[config.mk]
export PLATFORM = sky130hd
export DESIGN_NAME = wb_stage_reg
export DESIGN_NICKNAME = d
export VERILOG_FILES = /design/src/rtl/my_112l_pkg.sv /design/src/rtl/wb_load_align.sv /design/src/rtl/wb_stage_reg.sv
export SDC_FILE = /design/constraint.sdc
export NUM_CORES = 1
export LEC_CHECK = 0
export ABC_CLOCK_PERIOD_IN_PS = 3750
export CAP_MARGIN = 0
export CORE_MARGIN = 8
export CORE_UTILIZATION = 40
export DETAILED_ROUTE_END_ITERATION = 16
export PLACE_DENSITY_LB_ADDON = 0.2
export SLEW_MARGIN = 0
export SYNTH_ARGS = -nofsm -noshare
export SYNTH_HDL_FRONTEND = slang
export SYNTH_SLANG_ARGS = --single-unit
[constraint.sdc]
create_clock -name clk -period 3.75 [get_ports clk]
set_input_delay 0.5625 -clock clk [delete_from_list [all_inputs] [get_ports clk]]
set_output_delay 0.5625 -clock clk [all_outputs]
set_load 0.02 [all_outputs]
[src/rtl/my_112l_pkg.sv]
// Shared types for the writeback stage: result-source and load-width encodings,
// FSM states, and the raw readdatasel decode.
package my_112l_pkg;

  typedef enum logic [1:0] {
    WB_ALU = 2'd0,
    WB_MEM = 2'd1,
    WB_PC4 = 2'd2,
    WB_PCJ = 2'd3
  } wb_src_t;

  typedef enum logic [2:0] {
    LD_W  = 3'd0,
    LD_B  = 3'd1,
    LD_BU = 3'd2,
    LD_H  = 3'd3,
    LD_HU = 3'd4
  } ld_sel_t;

  typedef enum logic {
    IDLE    = 1'b0,
    WAIT_HI = 1'b1
  } wb_state_t;

  // Encodings 5-7 are reserved and behave as a full-word load.
  function automatic ld_sel_t toLdSel(input logic [2:0] raw);
    case (raw)
      3'd1:    return LD_B;
      3'd2:    return LD_BU;
      3'd3:    return LD_H;
      3'd4:    return LD_HU;
      default: return LD_W;
    endcase
  endfunction

endpackage

[src/rtl/wb_load_align.sv]
// Combinational load extractor: shifts the addressed byte/halfword/word of a
// two-word window down to bit 0 and sign- or zero-extends it.
module wb_load_align
  import my_112l_pkg::*;
#(
  parameter int DATA_W = 32
) (
  input  logic [2*DATA_W-1:0] word_i,
  input  logic [1:0]          off_i,
  input  ld_sel_t             sel_i,
  output logic [DATA_W-1:0]   data_o
);

  logic [DATA_W-1:0] window;

  assign window = DATA_W'(word_i >> {off_i, 3'b000});

  always_comb begin
    case (sel_i)
      LD_B:    data_o = {{(DATA_W-8){window[7]}}, window[7:0]};
      LD_BU:   data_o = {{(DATA_W-8){1'b0}}, window[7:0]};
      LD_H:    data_o = {{(DATA_W-16){window[15]}}, window[15:0]};
      LD_HU:   data_o = {{(DATA_W-16){1'b0}}, window[15:0]};
      default: data_o = window;
    endcase
  end

endmodule

[src/rtl/wb_stage_reg.sv]
// Registered writeback stage with retire counter. Define WB_MISALIGN_EN to merge
// word-spanning loads over two beats; otherwise such loads raise misalign_err.
module wb_stage_reg
  import my_112l_pkg::*;
#(
  parameter int PC_W       = 9,
  parameter int DATA_W     = 32,
  parameter int RF_ADDRESS = 5,
  parameter int CNT_W      = 32
) (
  input  logic                  clk,
  input  logic                  reset,
  input  logic                  in_valid,
  input  logic                  flush,
  input  logic [PC_W-1:0]       PCPlus4,
  input  logic [PC_W-1:0]       PCJump,
  input  logic [DATA_W-1:0]     readdata,
  input  logic [DATA_W-1:0]     ALUResult,
  input  logic [1:0]            memtoreg,
  input  logic [2:0]            readdatasel,
  input  logic                  regwrite,
  input  logic [RF_ADDRESS-1:0] rd,
  output logic                  rf_we,
  output logic [RF_ADDRESS-1:0] rf_rd,
  output logic [DATA_W-1:0]     rf_wdata,
  output logic                  busy,
  output logic                  misalign_err,
  output logic [CNT_W-1:0]      retire_cnt
);

  logic                  accept;
  logic                  misalign;
  ld_sel_t               selIn;
  logic [2*DATA_W-1:0]   alignWord;
  logic [1:0]            alignOff;
  ld_sel_t               alignSel;
  logic [DATA_W-1:0]     alignData;
  logic [DATA_W-1:0]     srcData;

  logic                  complete;
  logic                  rfWe_d, rfWe_q;
  logic [RF_ADDRESS-1:0] rfRd_d, rfRd_q;
  logic [DATA_W-1:0]     rfWdata_d, rfWdata_q;
  logic                  err_d, err_q;
  logic [CNT_W-1:0]      cnt_q;

`ifdef WB_MISALIGN_EN
  wb_state_t             state_d, state_q;
  logic                  capture;
  logic [RF_ADDRESS-1:0] rdHold_q;
  logic                  rwHold_q;
  ld_sel_t               selHold_q;
  logic [1:0]            offHold_q;
  logic [DATA_W-1:0]     lo_q;
`endif

  assign accept = in_valid && !flush;
  assign selIn  = toLdSel(readdatasel);
  assign misalign = (wb_src_t'(memtoreg) == WB_MEM) &&
                    (((selIn == LD_W) && (ALUResult[1:0] != 2'd0)) ||
                     (((selIn == LD_H) || (selIn == LD_HU)) && (ALUResult[1:0] == 2'd3)));

  // While merging, the extractor sees the held low word under the new high word.
  always_comb begin
    alignWord = {{DATA_W{1'b0}}, readdata};
    alignOff  = ALUResult[1:0];
    alignSel  = selIn;
`ifdef WB_MISALIGN_EN
    if (state_q == WAIT_HI) begin
      alignWord = {readdata, lo_q};
      alignOff  = offHold_q;
      alignSel  = selHold_q;
    end
`endif
  end

  wb_load_align #(.DATA_W(DATA_W)) u_align (
    .word_i (alignWord),
    .off_i  (alignOff),
    .sel_i  (alignSel),
    .data_o (alignData)
  );

  always_comb begin
    case (wb_src_t'(memtoreg))
      WB_MEM:  srcData = alignData;
      WB_PC4:  srcData = {{(DATA_W-PC_W){1'b0}}, PCPlus4};
      WB_PCJ:  srcData = {{(DATA_W-PC_W){1'b0}}, PCJump};
      default: srcData = ALUResult;
    endcase
  end

  always_comb begin
    complete  = 1'b0;
    rfWe_d    = 1'b0;
    rfRd_d    = rd;
    rfWdata_d = srcData;
    err_d     = 1'b0;
`ifdef WB_MISALIGN_EN
    state_d = state_q;
    capture = 1'b0;
    if (state_q == WAIT_HI) begin
      rfRd_d    = rdHold_q;
      rfWdata_d = alignData;
      if (flush) begin
        state_d = IDLE;
      end else if (in_valid) begin
        complete = 1'b1;
        rfWe_d   = rwHold_q && (rdHold_q != '0);
        state_d  = IDLE;
      end
    end else if (accept) begin
      if (misalign) begin
        capture = 1'b1;
        state_d = WAIT_HI;
      end else begin
        complete = 1'b1;
        rfWe_d   = regwrite && (rd != '0);
      end
    end
`else
    if (accept) begin
      if (misalign) begin
        err_d = 1'b1;
      end else begin
        complete = 1'b1;
        rfWe_d   = regwrite && (rd != '0);
      end
    end
`endif
  end

  always_ff @(posedge clk or posedge reset) begin
    if (reset) begin
      rfWe_q    <= 1'b0;
      rfRd_q    <= '0;
      rfWdata_q <= '0;
      err_q     <= 1'b0;
      cnt_q     <= '0;
    end else begin
      rfWe_q <= rfWe_d;
      err_q  <= err_d;
      if (complete) begin
        rfRd_q    <= rfRd_d;
        rfWdata_q <= rfWdata_d;
        cnt_q     <= cnt_q + CNT_W'(1);
      end
    end
  end

`ifdef WB_MISALIGN_EN
  always_ff @(posedge clk or posedge reset) begin
    if (reset) begin
      state_q   <= IDLE;
      rdHold_q  <= '0;
      rwHold_q  <= 1'b0;
      selHold_q <= LD_W;
      offHold_q <= '0;
      lo_q      <= '0;
    end else begin
      state_q <= state_d;
      if (capture) begin
        rdHold_q  <= rd;
        rwHold_q  <= regwrite;
        selHold_q <= selIn;
        offHold_q <= ALUResult[1:0];
        lo_q      <= readdata;
      end
    end
  end

  assign busy = (state_q == WAIT_HI);
`else
  assign busy = 1'b0;
`endif

  assign rf_we        = rfWe_q;
  assign rf_rd        = rfRd_q;
  assign rf_wdata     = rfWdata_q;
  assign misalign_err = err_q;
  assign retire_cnt   = cnt_q;

endmodule

==> results.txt, run 1 <==
Synth Area in Compound Gates -> 0.130
synth top area cells -> dfrtp_1, nand2_1, mux2i_1
core footprint -> 10200 um^2
average wire per standard cell -> 18.1 um
mux contribution to synthesized area -> 0.122
R2R Path Start -> retire_cnt[4]$_DFFE_PP0P_
sequential fraction of the synthesis area -> 0.430
CTS Buffer Depth -> 2
Total GRT Usage -> 0.190
Simple-Gate Fraction of Synth Area -> 0.197
flops & latches, synth -> 71
PwrDens -> 383 nW/um^2
Achievable Freq -> 331 MHz
Reg area -> 1780 um^2
Final period util -> 0.806
vias in the first global route -> 4087
Multi-input gate area -> 2180 um^2
Worst R2R Path Depth -> 5
Peak supply drop -> 0.206 mV
final slew viol count -> 0
critical path class -> in2reg
Hold Path Stages -> 1
critical path capture point type -> flop
Detail Placement HPWL -> 10500 um
hold slack final -> 0.473 ns
Arr. time, crit path -> 3.28 ns
root buffer cell -> clkbuf_8
Yosys warnings -> 0
largest family of logic cells by synthesized area -> simple AND/OR/NAND/NOR gates
worst path cell trace -> clkdlybuf4s50_1 -> xor2_1 -> a22o_2 -> o21a_1 -> o221ai_1 -> o21ai_0
Leakage -> 2.70 nW
clock-pin slew on the worst setup and hold paths -> 0.08 ns
post-synthesis cell area -> 4130 um^2
fin crit period -> 3.02 ns
Hold Buf Count CTS -> 0
vias -> 3949
status -> finished, final reports clean
worst slew pin tran -> 1.23 ns
Final ANT Viol Nets -> 0
Routed WL -> 13400 um
Post-Place Cell Area -> 5930 um^2
diode count -> 0
final hold viol count -> 0
filler cell count in the final layout -> 916
Resized cells post-CTS -> 0
Std-Cell Rows -> 37
reg2reg end -> retire_cnt[22]$_DFFE_PP0P_
Setup-failing EPs final -> 0
Clock Sink Count -> 71
Crit path required time -> 4.01 ns
first-pass GRT wire length -> 21300 um
CP max stage cell -> o21a_1
initial core utilization -> 0.405
Boundary Pins -> 169
crit path max fanout -> 33
cell with the most instances after synthesis -> nand2_1
Final Cell Area -> 6140 um^2
Adder-Cell Fraction of Synth Area -> 0.00303
Synth top cells by count -> nand2_1, dfrtp_1, nor2_1, mux2i_1
grt total ovfl -> 0
ys async rst share -> 1.00
Final Wtd Congestion -> 0.859
Die X -> 118 um
Vias/cell -> 5.34
top cell family by delay on the critical path -> compound AO/OA/AOI/OAI gates
critical path startpoint category -> primary input
Yosys top cell by area -> dfrtp_1
Syn-to-layout area delta -> 48.8%
synth unique cells -> 44
Synth Flop Type -> dfrtp_1
hold_sp -> retire_cnt[31]$_DFFE_PP0P_
Setup Skew -> 0.00529 ns
Synth Instances -> 435
I/O Buffers -> 167
Die Ht -> 118 um
CTS Buf Count -> 9
worst-skew pair later-pin latency -> 0.34 ns
Worst Path Buf+Inv -> 1
layout cell share with drive strength beyond 1 -> 0.0896
flop2flop setup slack -> 1.83 ns
# H-tree levels -> 3
peak per-stage delay on the critical path -> 0.97 ns
DRC Markers -> 0
HP Class -> reg2reg
DRT Pass-1 Iters -> 4
RSZ-0062 raised after global routing -> false
largest net degree at the start of global routing -> 34
Yosys top cell area share -> 0.430
Hold Path End -> retire_cnt[31]$_DFFE_PP0P_
XOR/XNOR Fraction of Synth Area -> 0.0721
antenna violations before repair -> 0
initial DRC count -> 177
setup tns final -> 0 ns
Max Cap Viol -> 0
mean post-synth cell area -> 9.49 um^2
number of flops mapped to enable cells by yosys -> 0
Mapped Nets -> 533
die area -> 13800 um^2
relative slew slack -> 0.177
Post-CTS Setup Inserts -> 0
TritonCTS clock tree -> done
Total Nets Final -> 696
-- flip-flops by register name, summed over array words and instances (netlist names) --
signal        cells
retire_cnt       32
rf_rd             5
rf_wdata         32
misalign_err      1
rf_we             1
-- cell type report --
type	instances	area share
Clock buffer	11	0.0214
Inverter	7	0.00428
Clock inverter	5	0.0134
Tap cell	136	0.0277
Timing Repair Buffer	181	0.289
Multi-Input combinational cell	328	0.355
Sequential cell	71	0.289
-- layer usage --
layer  track usage  share of wire
met1         0.214           0.41
met2         0.320           0.48
met3        0.0748          0.085
met4        0.0649          0.020
met5             0              0
-- layout by cell type, fill, tap and decap left out, types with 2 or more instances in the layout --
cell	count
a2bb2oi_1	3
and3_1	2
nand2_1	84
clkdlybuf4s50_1	167
o21ai_0	22
dfrtp_1	71
clkinv_4	2
a21oi_1	10
xor2_1	22
clkbuf_1	2
xnor2_1	12
mux2i_1	28
nor3_1	15
buf_4	14
mux4_2	9
clkbuf_8	9
mux2_2	2
nor3b_1	3
a221oi_1	6
inv_1	6
bufinv_16	2
o41ai_1	7
nand4_1	6
a221oi_2	9
nor4_1	3
nor2b_1	3
nor2_1	53
nand3_1	12
-- worst max path at each step --
stage	end	slack, ns	cells past startpoint	startpoint
after floorplan	misalign_err$_DFF_PP0_	1.39	1	reset
after global placement	rf_wdata[1]$_DFFE_PP0P_	0.49	6	readdatasel[1]
after detailed placement	rf_wdata[8]$_DFFE_PP0P_	0.40	6	readdatasel[1]
after CTS	rf_wdata[8]$_DFFE_PP0P_	0.75	6	readdatasel[1]
after global routing	rf_wdata[8]$_DFFE_PP0P_	0.58	6	readdatasel[1]
final	rf_wdata[8]$_DFFE_PP0P_	0.73	6	readdatasel[1]
-- power by group --
| group | switching, mW | total [mW] | internal (mW) |
|---|---|---|---|
| clock network | 0.301 | 0.678 | 0.377 |
| registers | 0.0818 | 0.938 | 0.856 |
| logic | 0.371 | 0.734 | 0.364 |
-- logic make-up (layout without fill, tap and decap cells) --
group	Yosys count	count (layout)
other	1	1
DFF	71	71
xor gates and xnor gates	34	34
AOI/OAI and AO/OA	67	67
buffers and inverters	36	204
muxes	39	39
and+or+nand+nor	186	186
adders and majority gates	1	1
-- through the flow --
step	utilization	instances	setup slack (ns)	power [mW]
global placement	0.582	723	0.485	1.68
finish	0.603	739	0.727	2.35
floorplan	-	435	1.39	1.30
detailed placement	0.582	723	0.396	1.69
CTS	0.603	739	0.751	2.37
global route	0.603	739	0.582	2.46
(Power assumes the default switching activity.)
==> run 2: changes to the inputs <==
--- a/config.mk
+++ b/config.mk
@@ -5,7 +5,7 @@
 export SDC_FILE = /design/constraint.sdc
 export NUM_CORES = 1
 export LEC_CHECK = 0
-export ABC_CLOCK_PERIOD_IN_PS = 3750
+export ABC_CLOCK_PERIOD_IN_PS = 2900
 export CAP_MARGIN = 0
 export CORE_MARGIN = 8
 export CORE_UTILIZATION = 40
==> constraint.sdc (replaced) <==
create_clock -name clk -period 2.9 [get_ports clk]
set_input_delay 0.435 -clock clk [delete_from_list [all_inputs] [get_ports clk]]
set_output_delay 0.435 -clock clk [all_outputs]
set_load 0.02 [all_outputs]
==> results.txt, run 2 (synthesized netlist as in run 1, its figures left out) <==
Vias/cell -> 5.21 (was 5.34)
Hold Buf Count CTS -> 0 (unchanged)
final hold viol count -> 0 (unchanged)
layout cell share with drive strength beyond 1 -> 0.0987 (was 0.0896)
crit path max fanout -> 16 (was 33)
Routed WL -> 13200 um (was 13400 um)
average wire per standard cell -> 17.8 um (was 18.1 um)
Leakage -> 2.73 nW (was 2.70 nW)
sequential share of power -> 0.396 (was 0.399)
Crit path required time -> 3.17 ns (was 4.01 ns)
Resized cells post-CTS -> 0 (unchanged)
fin crit period -> 2.56 ns
I/O Buffers -> 167 (unchanged)
Peak supply drop -> 0.293 mV (was 0.206 mV)
critical path class -> in2reg (unchanged)
Total GRT Usage -> 0.189 (was 0.190)
worst-skew pair later-pin latency -> 0.34 ns (about the same)
# H-tree levels -> 3 (unchanged)
DRT Pass-1 Iters -> 4 (unchanged)
Boundary Pins -> 169 (unchanged)
critical path startpoint category -> primary input (unchanged)
most common cell after layout, fill and taps aside -> clkdlybuf4s50_1 (unchanged)
core footprint -> 10200 um^2 (unchanged)
CTS Buf Count -> 9 (unchanged)
internal power -> 2.10 mW (was 1.60 mW)
worst setup slack after layout -> 0.335 ns (was 0.727 ns)
PwrDens -> 492 nW/um^2 (was 383 nW/um^2)
filler cell count in the final layout -> 890 (was 916)
combinational share of power -> 0.315 (was 0.312)
pre-CTS setup slack -> 0.00624 ns (was 0.396 ns)
Die Ht -> 118 um (unchanged)
relative slew slack -> 0.303 (was 0.177)
Post-CTS Setup Inserts -> 0 (unchanged)
Net Sw Frac -> 0.315 (was 0.321)
worst slew pin tran -> 1.04 ns (was 1.23 ns)
initial core utilization -> 0.405 (unchanged)
Std-Cell Rows -> 37 (unchanged)
root buffer cell -> clkbuf_8 (unchanged)
Max Cap Viol -> 0 (unchanged)
Final period util -> 0.884
Total Nets Final -> 701 (was 696)
final slew viol count -> 0 (unchanged)
Setup Skew -> 0.00909 ns (was 0.00529 ns)
Die X -> 118 um (unchanged)
setup tns final -> 0 ns (unchanged)
vias -> 3877 (was 3949)
vias in the first global route -> 4143 (was 4087)
largest net degree at the start of global routing -> 72 (was 34)
TritonCTS clock tree -> done (unchanged)
Final Wtd Congestion -> 0.859 (about the same)
Achievable Freq -> 390 MHz
initial DRC count -> 235 (was 177)
first-pass GRT wire length -> 21400 um (was 21300 um)
grt total ovfl -> 0 (unchanged)
antenna violations before repair -> 0 (unchanged)
DRC Markers -> 0 (unchanged)
Setup-failing EPs final -> 0 (unchanged)
Final ANT Viol Nets -> 0 (unchanged)
critical path capture point type -> flop (unchanged)
Arr. time, crit path -> 2.84 ns (was 3.28 ns)
Clock Sink Count -> 71 (unchanged)
die area -> 13800 um^2 (unchanged)
most frequent cells in the layout -> clkdlybuf4s50_1, nand2_1, dfrtp_1, nor2_1, mux2i_1 (unchanged)
Syn-to-layout area delta -> 50.5% (was 48.8%)
HP Class -> reg2reg (unchanged)
diode count -> 0 (unchanged)
status -> finished, final reports clean (unchanged)
RSZ-0062 raised after global routing -> false (unchanged)
clock-pin slew on the worst setup and hold paths -> 0.08 ns (about the same)
Net Switching -> 965 uW (was 754 uW)
Detail Placement HPWL -> 10400 um (was 10500 um)
CTS Buffer Depth -> 2 (unchanged)
clock share of power -> 0.289 (was 0.288)
run 2: changes by cell type in the layout (fill, tap and decap cells not counted), sizes merged:
cell and change:
buf +5, clkinv -1, clkinvlp +1
run 2: cell type report:
class / instances / area (um^2) / area share
Multi-Input combinational cell: 328 / 2180 / 0.351
Sequential cell: 71 / 1780 / 0.286
Timing Repair Buffer: 186 / 1840 / 0.296
Tap cell: 136 / 170 / 0.0274
Clock inverter: 5 / 81.3 / 0.0131
Inverter: 7 / 26.3 / 0.00423
Clock buffer: 11 / 141 / 0.0227
run 2: critical path, cell delays in order:
cell and delay [ns]:
clkdlybuf4s50_1 0.58, mux4_2 0.51, nor4b_4 0.07, a311oi_4 0.87, a221oi_1 0.23, nor2_1 0.13
run 2: final timing paths:
check,start,end,slack [ns],cells after the start
min in group asynchronous,reset,retire_cnt[31]$_DFFE_PP0P_,0.49,3
max,ALUResult[1],rf_wdata[27]$_DFFE_PP0P_,0.34,6
max in group asynchronous,reset,rf_wdata[1]$_DFFE_PP0P_,2.11,3
min,retire_cnt[31]$_DFFE_PP0P_,retire_cnt[31]$_DFFE_PP0P_,0.47,1
min reg2reg,retire_cnt[31]$_DFFE_PP0P_,retire_cnt[31]$_DFFE_PP0P_,0.47,1
max reg2reg,retire_cnt[11]$_DFFE_PP0P_,retire_cnt[29]$_DFFE_PP0P_,0.97,5
run 2: power by group through the flow:
stage                     clock, mW  combinational (mW)  sequential, mW
after CTS                     0.904               0.974            1.21
after global placement            0               0.960            1.23
final                         0.886               0.963            1.21
after detailed placement          0               0.972            1.23
after global routing          0.948                1.03            1.23
after floorplan                   0               0.324            1.36
run 2: layer usage:
layer | up-vias | share of wire | track usage | wire, um
met5 | - | 0 | 0 | 0
met3 | 12 | 0.072 | 0.0695 | 949
met2 | 138 | 0.49 | 0.310 | 6500
met1 | 1869 | 0.42 | 0.225 | 5600
li1 | 1858 | - | - | -
met4 | 0 | 0.014 | 0.0624 | 182
run 2: metrics by stage:
step           instances  utilization  hold slack, ns  area, um^2  power [mW]
4_1_cts              744        0.610           0.474        6220        3.09
2_1_floorplan        435            -           0.506        4130        1.68
5_1_grt              744        0.610           0.493        6220        3.21
6_report             744        0.610           0.468        6220        3.06
3_3_place_gp         728        0.588           0.454        5990        2.19
3_5_place_dp         728        0.588           0.462        5990        2.20
==> run 3: changes to the inputs <==
--- a/config.mk
+++ b/config.mk
@@ -8,7 +8,7 @@
 export ABC_CLOCK_PERIOD_IN_PS = 2900
 export CAP_MARGIN = 0
 export CORE_MARGIN = 8
-export CORE_UTILIZATION = 40
+export CORE_UTILIZATION = 30
 export DETAILED_ROUTE_END_ITERATION = 16
 export PLACE_DENSITY_LB_ADDON = 0.2
 export SLEW_MARGIN = 0
==> constraint.sdc (replaced) <==
create_clock -name clk -period 2.9 [get_ports clk]
set_input_delay 0.435 -clock clk [delete_from_list [all_inputs] [get_ports clk]]
set_output_delay 0.435 -clock clk [all_outputs]
set_load 0.01 [all_outputs]
==> results.txt, run 3 (synthesized netlist as in run 1, its figures left out) <==
worst setup slack after layout -> 0.399 ns (was 0.335 ns)
Design Power -> 3.22 mW (was 3.06 mW)
largest net degree at the start of global routing -> 51 (was 72)
Final Cell Area -> 6380 um^2 (was 6220 um^2)
Total GRT Usage -> 0.156 (was 0.189)
crit path max fanout -> 16 (unchanged)
Final Wtd Congestion -> 0.898 (was 0.859)
Total Nets Final -> 702 (was 701)
flop2flop setup slack -> 0.97 ns (about the same)
Syn-to-layout area delta -> 54.5% (was 50.5%)
Post-CTS Setup Inserts -> 0 (unchanged)
average wire per standard cell -> 17.8 um (about the same)
Routed WL -> 14000 um (was 13200 um)
Detail Placement HPWL -> 11100 um (was 10400 um)
worst-skew pair later-pin latency -> 0.33 ns (was 0.34 ns)
initial DRC count -> 274 (was 235)
Std-Cell Rows -> 43 (was 37)
Hold Buf Count CTS -> 0 (unchanged)
pre-CTS setup slack -> 0.0548 ns (was 0.00624 ns)
Peak supply drop -> 0.256 mV (was 0.293 mV)
core footprint -> 13700 um^2 (was 10200 um^2)
Setup-failing EPs final -> 0 (unchanged)
Achievable Freq -> 400 MHz (was 390 MHz)
worst slew pin tran -> 1.08 ns (was 1.04 ns)
DRC Markers -> 0 (unchanged)
final core utilization -> 0.467 (was 0.610)
CTS Buf Count -> 9 (unchanged)
final hold viol count -> 0 (unchanged)
critical path class -> in2reg (unchanged)
fin crit period -> 2.50 ns (was 2.56 ns)
most common cell after layout, fill and taps aside -> clkdlybuf4s50_1 (unchanged)
Arr. time, crit path -> 2.72 ns (was 2.84 ns)
vias in the first global route -> 4186 (was 4143)
TritonCTS clock tree -> done (unchanged)
met1 usage in global routing -> 0.183 (was 0.225)
GR peak layer -> met2 (unchanged)
antenna violations before repair -> 0 (unchanged)
critical path capture point type -> flop (unchanged)
Final period util -> 0.862 (was 0.884)
Worst R2R Path Depth -> 5 (unchanged)
reg2reg end -> retire_cnt[31]$_DFFE_PP0P_ (was retire_cnt[29]$_DFFE_PP0P_)
Final ANT Viol Nets -> 0 (unchanged)
Vias/cell -> 4.96 (was 5.21)
critical path startpoint category -> primary input (unchanged)
PwrDens -> 505 nW/um^2 (was 492 nW/um^2)
met3 GRT Util -> 0.0553 (was 0.0695)
# H-tree levels -> 3 (unchanged)
relative slew slack -> 0.273 (was 0.303)
Crit path required time -> 3.11 ns (was 3.17 ns)
Die Ht -> 133 um (was 118 um)
initial core utilization -> 0.302 (was 0.405)
root buffer cell -> clkbuf_16 (was clkbuf_8)
CTS Buffer Depth -> 2 (unchanged)
Setup Skew -> 0.00562 ns (was 0.00909 ns)
I/O Buffers -> 167 (unchanged)
status -> finished, final reports clean (unchanged)
die area -> 17800 um^2 (was 13800 um^2)
Clock Sink Count -> 71 (unchanged)
RSZ-0062 raised after global routing -> false (unchanged)
met2 Use GR -> 0.264 (was 0.310)
Leakage -> 2.79 nW (was 2.73 nW)
setup tns final -> 0 ns (unchanged)
clock-pin slew on the worst setup and hold paths -> 0.06 ns (was 0.08 ns)
HP Class -> in2async (was reg2reg)
layout cell share with drive strength beyond 1 -> 0.100 (was 0.0987)
filler cell count in the final layout -> 1311 (was 890)
vias -> 3912 (was 3877)
Resized cells post-CTS -> 0 (unchanged)
Max Cap Viol -> 0 (unchanged)
final slew viol count -> 0 (unchanged)
diode count -> 0 (unchanged)
first-pass GRT wire length -> 22300 um (was 21400 um)
Boundary Pins -> 169 (unchanged)
grt total ovfl -> 0 (unchanged)
Post-Place Cell Area -> 6070 um^2 (was 5990 um^2)
R2R Path Start -> retire_cnt[11]$_DFFE_PP0P_ (unchanged)
Die X -> 133 um (was 118 um)
most frequent cells in the layout -> clkdlybuf4s50_1, nand2_1, dfrtp_1, nor2_1, mux2i_1 (unchanged)
DRT Pass-1 Iters -> 4 (unchanged)
[run 3: cell count changes in the layout (fill, tap and decap cells not counted)]
| cell | previous run | this run |
|---|---|---|
| clkbuf_16 | 0 | 9 |
| buf_12 | 2 | 3 |
| clkbuf_8 | 10 | 3 |
| clkinvlp_4 | 1 | 0 |
| clkinv_4 | 1 | 0 |
| clkinv_2 | 1 | 2 |
| bufinv_16 | 2 | 1 |
[run 3: routing by layer]
metal / wire, um / vias to the layer above
li1: - / 1862
met3: 1150 / 14
met1: 5820 / 1898
met2: 6860 / 138
met5: 0 / -
met4: 206 / 0
[run 3: critical path, stage by stage]
cell	delay, ns
clkdlybuf4s50_1	0.64
nor2_1	0.12
xnor2_1	0.86
o21ai_0	0.30
a221oi_2	0.28
nor2_1	0.07
[run 3: where the power goes]
part / switching, mW / total (mW) / internal, mW
combinational: 0.388 / 0.870 / 0.482
sequential: 0.101 / 1.21 / 1.11
clock: 0.404 / 1.14 / 0.733
[run 3: layout make-up]
class | count | area, um^2 | share of cell area
sequential | 71 | 1780 | 0.279
clock buffer | 13 | 270 | 0.0424
multi-input combinational | 328 | 2180 | 0.342
tap | 180 | 225 | 0.0353
timing repair buffer | 187 | 1860 | 0.291
inverter | 7 | 26.3 | 0.00412
clock inverter | 3 | 40.0 | 0.00628
[run 3: per-stage QoR]
| stage | hold WS (ns) | cells |
|---|---|---|
| after floorplan | 0.504 | 435 |
| after global placement | 0.456 | 773 |
| after detailed placement | 0.462 | 773 |
| after CTS | 0.475 | 789 |
| after global routing | 0.501 | 789 |
| final | 0.468 | 789 |
[run 3: how the worst max path moves through the flow]
stage              startpoint                  endpoint  depth (start not counted)
2_1_floorplan           reset    misalign_err$_DFF_PP0_                          1
3_3_place_gp   readdatasel[2]  rf_wdata[21]$_DFFE_PP0P_                          6
3_5_place_dp   readdatasel[2]  rf_wdata[16]$_DFFE_PP0P_                          6
4_1_cts        readdatasel[2]  rf_wdata[17]$_DFFE_PP0P_                          6
5_1_grt        readdatasel[0]  rf_wdata[20]$_DFFE_PP0P_                          6
6_report       readdatasel[0]  rf_wdata[16]$_DFFE_PP0P_                          6
